===== config.mk =====
export PLATFORM = sky130hd
export DESIGN_NAME = mac_pipe
export DESIGN_NICKNAME = d
export VERILOG_FILES = /design/src/rtl/mac_pkg.sv /design/src/rtl/mac_sat_add.sv /design/src/rtl/mac_pipe.sv
export SDC_FILE = /design/constraint.sdc
export NUM_CORES = 1
export LEC_CHECK = 0
export ABC_CLOCK_PERIOD_IN_PS = 7500
export CAP_MARGIN = 20
export CORE_MARGIN = 2
export CORE_UTILIZATION = 30
export CTS_CLUSTER_SIZE = 14
export DETAILED_ROUTE_END_ITERATION = 10
export GPL_ROUTABILITY_DRIVEN = 0
export PLACE_DENSITY = 0.58
export SETUP_SLACK_MARGIN = 0.4
export SLEW_MARGIN = 20
export SYNTH_ARGS = -nofsm -noshare
export SYNTH_HDL_FRONTEND = slang
export SYNTH_SLANG_ARGS = --single-unit

===== constraint.sdc =====
create_clock -name clk -period 7.5 [get_ports clk]
set_input_delay 1.5 -clock clk [delete_from_list [all_inputs] [get_ports clk]]
set_output_delay 1.5 -clock clk [all_outputs]
set_load 0.01 [all_outputs]

===== src/rtl/mac_pkg.sv =====
// rtl/mac_pkg.sv - shared operation codes and default sizes for the MAC pipeline
package mac_pkg;

   typedef enum logic [1:0] {
      MADD    = 2'b00,
      ACC     = 2'b01,
      ACC_CLR = 2'b10,
      RSVD    = 2'b11
   } mac_mode_t;

   localparam int MAC_WIDTH = 8;
   localparam int MAC_GUARD = 4;

endpackage


===== src/rtl/mac_sat_add.sv =====
// rtl/mac_sat_add.sv - unsigned adder that clamps to all-ones on carry-out
module mac_sat_add #(
   parameter int OUT_W = 20
) (
   input  logic [OUT_W-1:0] a_i,
   input  logic [OUT_W-1:0] b_i,
   output logic [OUT_W-1:0] sum_o,
   output logic             ovf_o
);

   logic [OUT_W:0] full_sum;

   always_comb begin
      full_sum = {1'b0, a_i} + {1'b0, b_i};
      ovf_o    = full_sum[OUT_W];
      sum_o    = full_sum[OUT_W] ? {OUT_W{1'b1}} : full_sum[OUT_W-1:0];
   end

endmodule


===== src/rtl/mac_pipe.sv =====
// rtl/mac_pipe.sv - 3-stage multiply-accumulate pipeline with valid/ready on both sides
// S1 captures operands, S2 holds the product, S3 produces the result and owns the accumulator.
module mac_pipe
   import mac_pkg::*;
#(
   parameter int WIDTH = MAC_WIDTH,
   parameter int GUARD = MAC_GUARD
) (
   input  logic                     clk,
   input  logic                     rst,
   input  logic                     in_valid,
   output logic                     in_ready,
   input  mac_mode_t                in_mode,
   input  logic [WIDTH-1:0]         in_a,
   input  logic [WIDTH-1:0]         in_b,
   input  logic [WIDTH-1:0]         in_c,
   output logic                     out_valid,
   input  logic                     out_ready,
   output logic [2*WIDTH+GUARD-1:0] out_data,
   output logic                     out_ovf
);

   localparam int OUT_W = 2*WIDTH + GUARD;

   logic                 en;

   logic                 s1_valid_q;
   logic [WIDTH-1:0]     s1_a_q;
   logic [WIDTH-1:0]     s1_b_q;
   logic [WIDTH-1:0]     s1_c_q;
   mac_mode_t            s1_mode_q;

   logic                 s2_valid_q;
   logic [2*WIDTH-1:0]   s2_p_q;
   logic [WIDTH-1:0]     s2_c_q;
   mac_mode_t            s2_mode_q;

   logic                 out_valid_q, out_valid_d;
   logic [OUT_W-1:0]     out_data_q, out_data_d;
   logic [OUT_W-1:0]     acc_q, acc_d;
   logic                 ovf_q, ovf_d;

   logic [OUT_W-1:0]     p_ext;
   logic [OUT_W-1:0]     c_ext;
   logic [OUT_W-1:0]     add_a;
   logic [OUT_W-1:0]     add_b;
   logic [OUT_W-1:0]     sum;
   logic                 sum_ovf;

   // A single enable stalls every stage together, so nothing inside can be overwritten.
   assign en       = !out_valid_q || out_ready;
   assign in_ready = en;

   always_ff @(posedge clk) begin
      if (en) begin
         s1_a_q    <= in_a;
         s1_b_q    <= in_b;
         s1_c_q    <= in_c;
         s1_mode_q <= in_mode;
         s2_p_q    <= {{WIDTH{1'b0}}, s1_a_q} * {{WIDTH{1'b0}}, s1_b_q};
         s2_c_q    <= s1_c_q;
         s2_mode_q <= s1_mode_q;
      end
   end

   assign p_ext = {{GUARD{1'b0}}, s2_p_q};
   assign c_ext = {{(OUT_W-WIDTH){1'b0}}, s2_c_q};

   // ACC adds the product to the accumulator; every other mode adds the addend.
   always_comb begin
      add_a = p_ext;
      add_b = c_ext;
      if (s2_mode_q == ACC) begin
         add_a = acc_q;
         add_b = p_ext;
      end
   end

   mac_sat_add #(
      .OUT_W (OUT_W)
   ) u_sat_add (
      .a_i   (add_a),
      .b_i   (add_b),
      .sum_o (sum),
      .ovf_o (sum_ovf)
   );

   always_comb begin
      out_valid_d = out_valid_q;
      out_data_d  = out_data_q;
      acc_d       = acc_q;
      ovf_d       = ovf_q;
      if (en) begin
         out_valid_d = s2_valid_q;
         if (s2_valid_q) begin
            out_data_d = sum;
            case (s2_mode_q)
               ACC: begin
                  acc_d = sum;
                  ovf_d = ovf_q | sum_ovf;
               end
               ACC_CLR: begin
                  acc_d = sum;
                  ovf_d = 1'b0;
               end
               default: begin
               end
            endcase
         end
      end
   end

   always_ff @(posedge clk) begin
      if (rst) begin
         s1_valid_q  <= 1'b0;
         s2_valid_q  <= 1'b0;
         out_valid_q <= 1'b0;
         out_data_q  <= '0;
         acc_q       <= '0;
         ovf_q       <= 1'b0;
      end else begin
         if (en) begin
            s1_valid_q <= in_valid;
            s2_valid_q <= s1_valid_q;
         end
         out_valid_q <= out_valid_d;
         out_data_q  <= out_data_d;
         acc_q       <= acc_d;
         ovf_q       <= ovf_d;
      end
   end

   assign out_valid = out_valid_q;
   assign out_data  = out_data_q;
   assign out_ovf   = ovf_q;

endmodule


==> results.yml <==
sta:
  finalSetupTns_ns: 0
  slew_viol_final: 0
  slew_headroom_pct: 46.67
  hold_viol_final: 0
  whs_ns: 0.4233
  finalCritPeriodShare_pct: 64.58
  finalSetupViolCount: 0
  skew_ns: 0.01028
  min_period_ns: 4.844
  rsz0062_at_grt: "no"
  worst_pin_slew_ns: 0.8000
  fmax_ghz: 0.2065
clock_tree:
  path_clk_slew_ns: 0.07
  cts-root-buf: "clkbuf_16"
  cts_tree: "done"
  clockBufferDepth: 2
  cts_made_buffers: 9
  cts_setup_buffers: 0
  ctsHoldBuffers: 0
  cts_resized: 0
  cts.sinks: 96
  htreeDepth: 3
  clkLatencyLatePin_ns: 0.35
global_route:
  grt_pass1_wl_um: 21050
  grt_start_max_net_pins: 50
  gr-total-overflow: 0
  track_usage_pct: 11.74
  grt_pass1_vias: 4186
  antenna_found_initial: 0
pwr:
  seqPwrFrac_pct: 33.0
  p_comb_share_pct: 44.2
  p_per_area_nw_per_um2: 273.6
  p_leak_nw: 3.100
  swShare_pct: 36.43
  internal_power_mw: 1.313
  p_switching_mw: 0.7529
  ir_drop_mv: 0.1373
  power_frac_clock_pct: 22.8
final_layout:
  area_delta_synth_final_pct: 17.12
  n_fill_cell: 2149
  nets: 789
  multi_input_area_um2: 3702
  antenna_cells: 0
  seqCellArea_um2: 2442
  drive_above_1_share_pct: 8.915
synthesis:
  netlist_area_um2: 6447
  ys_seq_area_share_pct: 37.88
  yosysUniqueCellTypes: 56
  synthTopCellsByCount: "66 x nor2_1, 60 x and2_1, 54 x ha_1, 54 x inv_1, 52 x edfxtp_1"
  ys_warn_count: 0
  yosysTopAreaCellShare_pct: 24.22
  synthArstFlopShare_pct: 0
  synth-seq-cells: 96
  yosysTopAreaCell: "edfxtp_1"
  netlist_instances: 622
  syn_area_per_cell_um2: 10.37
  synth_edf_count: 52
  synth.most_common_cell: "nor2_1"
  synthTopCellsByArea: "edfxtp_1 24%, dfxtp_1 14%, fa_1 11%, ha_1 10%, and2_1 5.8%"
  synth_flop_cell: "edfxtp_1"
  syn-num-nets: 743
worst_setup_path:
  arrival_ns: 4.94
  worstSetupPathType: "reg -> reg"
  rr_endpoint: "s2_p_q[15]"
  cp.required_ns: 7.60
  cp-end-kind: "register"
  reg2reg_slack_ns: 2.66
  critPathLaunchType: "register"
  r2r-start: "s1_a_q[1]"
  startpoint: "s1_a_q[1]"
  cp_max_fo: 8
  reg2reg_depth: 15
floorplan:
  die_h_um: 150.6
  io_pins: 53
  num_rows: 53
  dieArea_um2: 22680
  start_util_pct: 30.57
  coreArea_um2: 21090
  die_x_um: 150.6
place:
  portBuffers: 52
  place_hpwl_um: 9261
hold_path:
  hold_path_class: "reg -> reg"
  hold_depth: 0
  worst_hold_path.endpoint: "s2_mode_q[1]"
  min_from: "s1_mode_q[1]"
routing:
  routed_wirelength_um: 12340
  drt_iter0_drc: 180
  drc: 0
  ant_nets: 0
  routedWlPerCell_um: 13.01
  firstDrtPassIters: 4
  viasPerCell: 4.566
  vias: 4329
status:
  status: "complete, no violations"
job:
  cap_violations: 0
[logic make-up (layout without fill, tap and decap cells)]
group,after synthesis,after routing,share of synthesized area (%)
adder cells (fa/ha/maj),91,91,21.97
flip-flops,96,96,37.88
XOR/XNOR,25,25,3.396
buffers and inverters,75,126,4.754
multiplexers,25,25,4.347
AO/OA/AOI/OAI,115,115,12.73
AND/OR/NAND/NOR,195,195,14.92
[final cells by class]
class	count	area share [%]
multi-input combinational	451	49.03
sequential	96	32.34
timing repair buffer	56	7.291
tap	275	4.557
clock buffer	10	3.314
inverter	54	2.684
clock inverter	6	0.7788
[stage by stage]
step	cell area [µm²]	util, %	std cells	setup WS (ns)	power [mW]
5_1_grt	7551	35.81	948	2.295	2.248
6_report	7551	35.81	948	2.656	2.066
3_5_place_dp	7241	34.34	932	2.641	1.607
2_1_floorplan	6447	-	622	2.762	1.411
4_1_cts	7550	35.80	948	2.609	2.093
3_3_place_gp	7241	34.34	932	2.677	1.601
[layout by cell type (no fill, tap or decap), types with 2 or more instances in the layout]
| cell | n |
|---|---|
| a211o_1 | 2 |
| a211oi_1 | 35 |
| a211oi_2 | 2 |
| a21o_1 | 5 |
| a21oi_1 | 28 |
| a311oi_1 | 3 |
| a31oi_1 | 2 |
| and2_1 | 59 |
| and3_1 | 3 |
| buf_4 | 4 |
| clkbuf_16 | 10 |
| clkdlybuf4s50_1 | 52 |
| dfxtp_1 | 44 |
| edfxtp_1 | 52 |
| fa_1 | 37 |
| ha_1 | 54 |
| inv_1 | 54 |
| inv_6 | 2 |
| mux2_2 | 24 |
| nand2_1 | 34 |
| nand2b_1 | 4 |
| nand3_1 | 7 |
| nor2_1 | 66 |
| nor2b_1 | 2 |
| nor3_1 | 7 |
| o211a_1 | 2 |
| o211ai_1 | 6 |
| o21a_1 | 7 |
| o21ai_0 | 10 |
| or2_2 | 2 |
| or3_1 | 2 |
| xnor2_1 | 17 |
| xor2_1 | 8 |
[worst max path at each step]
| stage | to |
|---|---|
| floorplan | in_ready |
| global placement | s2_p_q[15] |
| detailed placement | s2_p_q[15] |
| CTS | s2_p_q[15] |
| global route | s2_p_q[15] |
| finish | s2_p_q[15] |
[power groups by stage]
stage          registers [mW]  clock network [mW]  logic (mW)
2_1_floorplan           0.683                   0       0.728
3_3_place_gp            0.692                   0       0.908
3_5_place_dp            0.695                   0       0.912
4_1_cts                 0.683               0.488       0.921
5_1_grt                 0.693               0.512        1.04
6_report                0.683               0.471       0.913
[per-layer routing]
| metal | GRT usage, % | routed length, µm | vias up |
|---|---|---|---|
| met1 | 17.56 | 6553 | 1975 |
| li1 | - | - | 2257 |
| met3 | 2.879 | 469 | 16 |
| met5 | 0 | 0 | - |
| met2 | 16.68 | 5132 | 81 |
| met4 | 3.364 | 180 | 0 |
[sequential cells by signal, summed over array words and instances (netlist names)]
register / count
out_data: 20
s2_valid_q: 1
s1_a_q: 8
s1_valid_q: 1
s2_c_q: 8
s2_mode_q: 2
out_ovf: 1
acc_q: 20
s1_b_q: 8
s2_p_q: 16
s1_c_q: 8
s1_mode_q: 2
out_valid: 1
[critical path: stages (launching register included)]
cell	delay (ns)
edfxtp_1	0.50
and2_1	0.23
fa_1	0.45
fa_1	0.54
inv_1	0.05
fa_1	0.46
fa_1	0.55
inv_1	0.04
ha_1	0.34
o21a_1	0.20
o31a_1	0.12
o211ai_1	0.23
a21oi_1	0.10
a2111oi_1	0.47
a21oi_1	0.15
xnor2_1	0.15
Note: power is estimated with default switching activity, not from simulation.
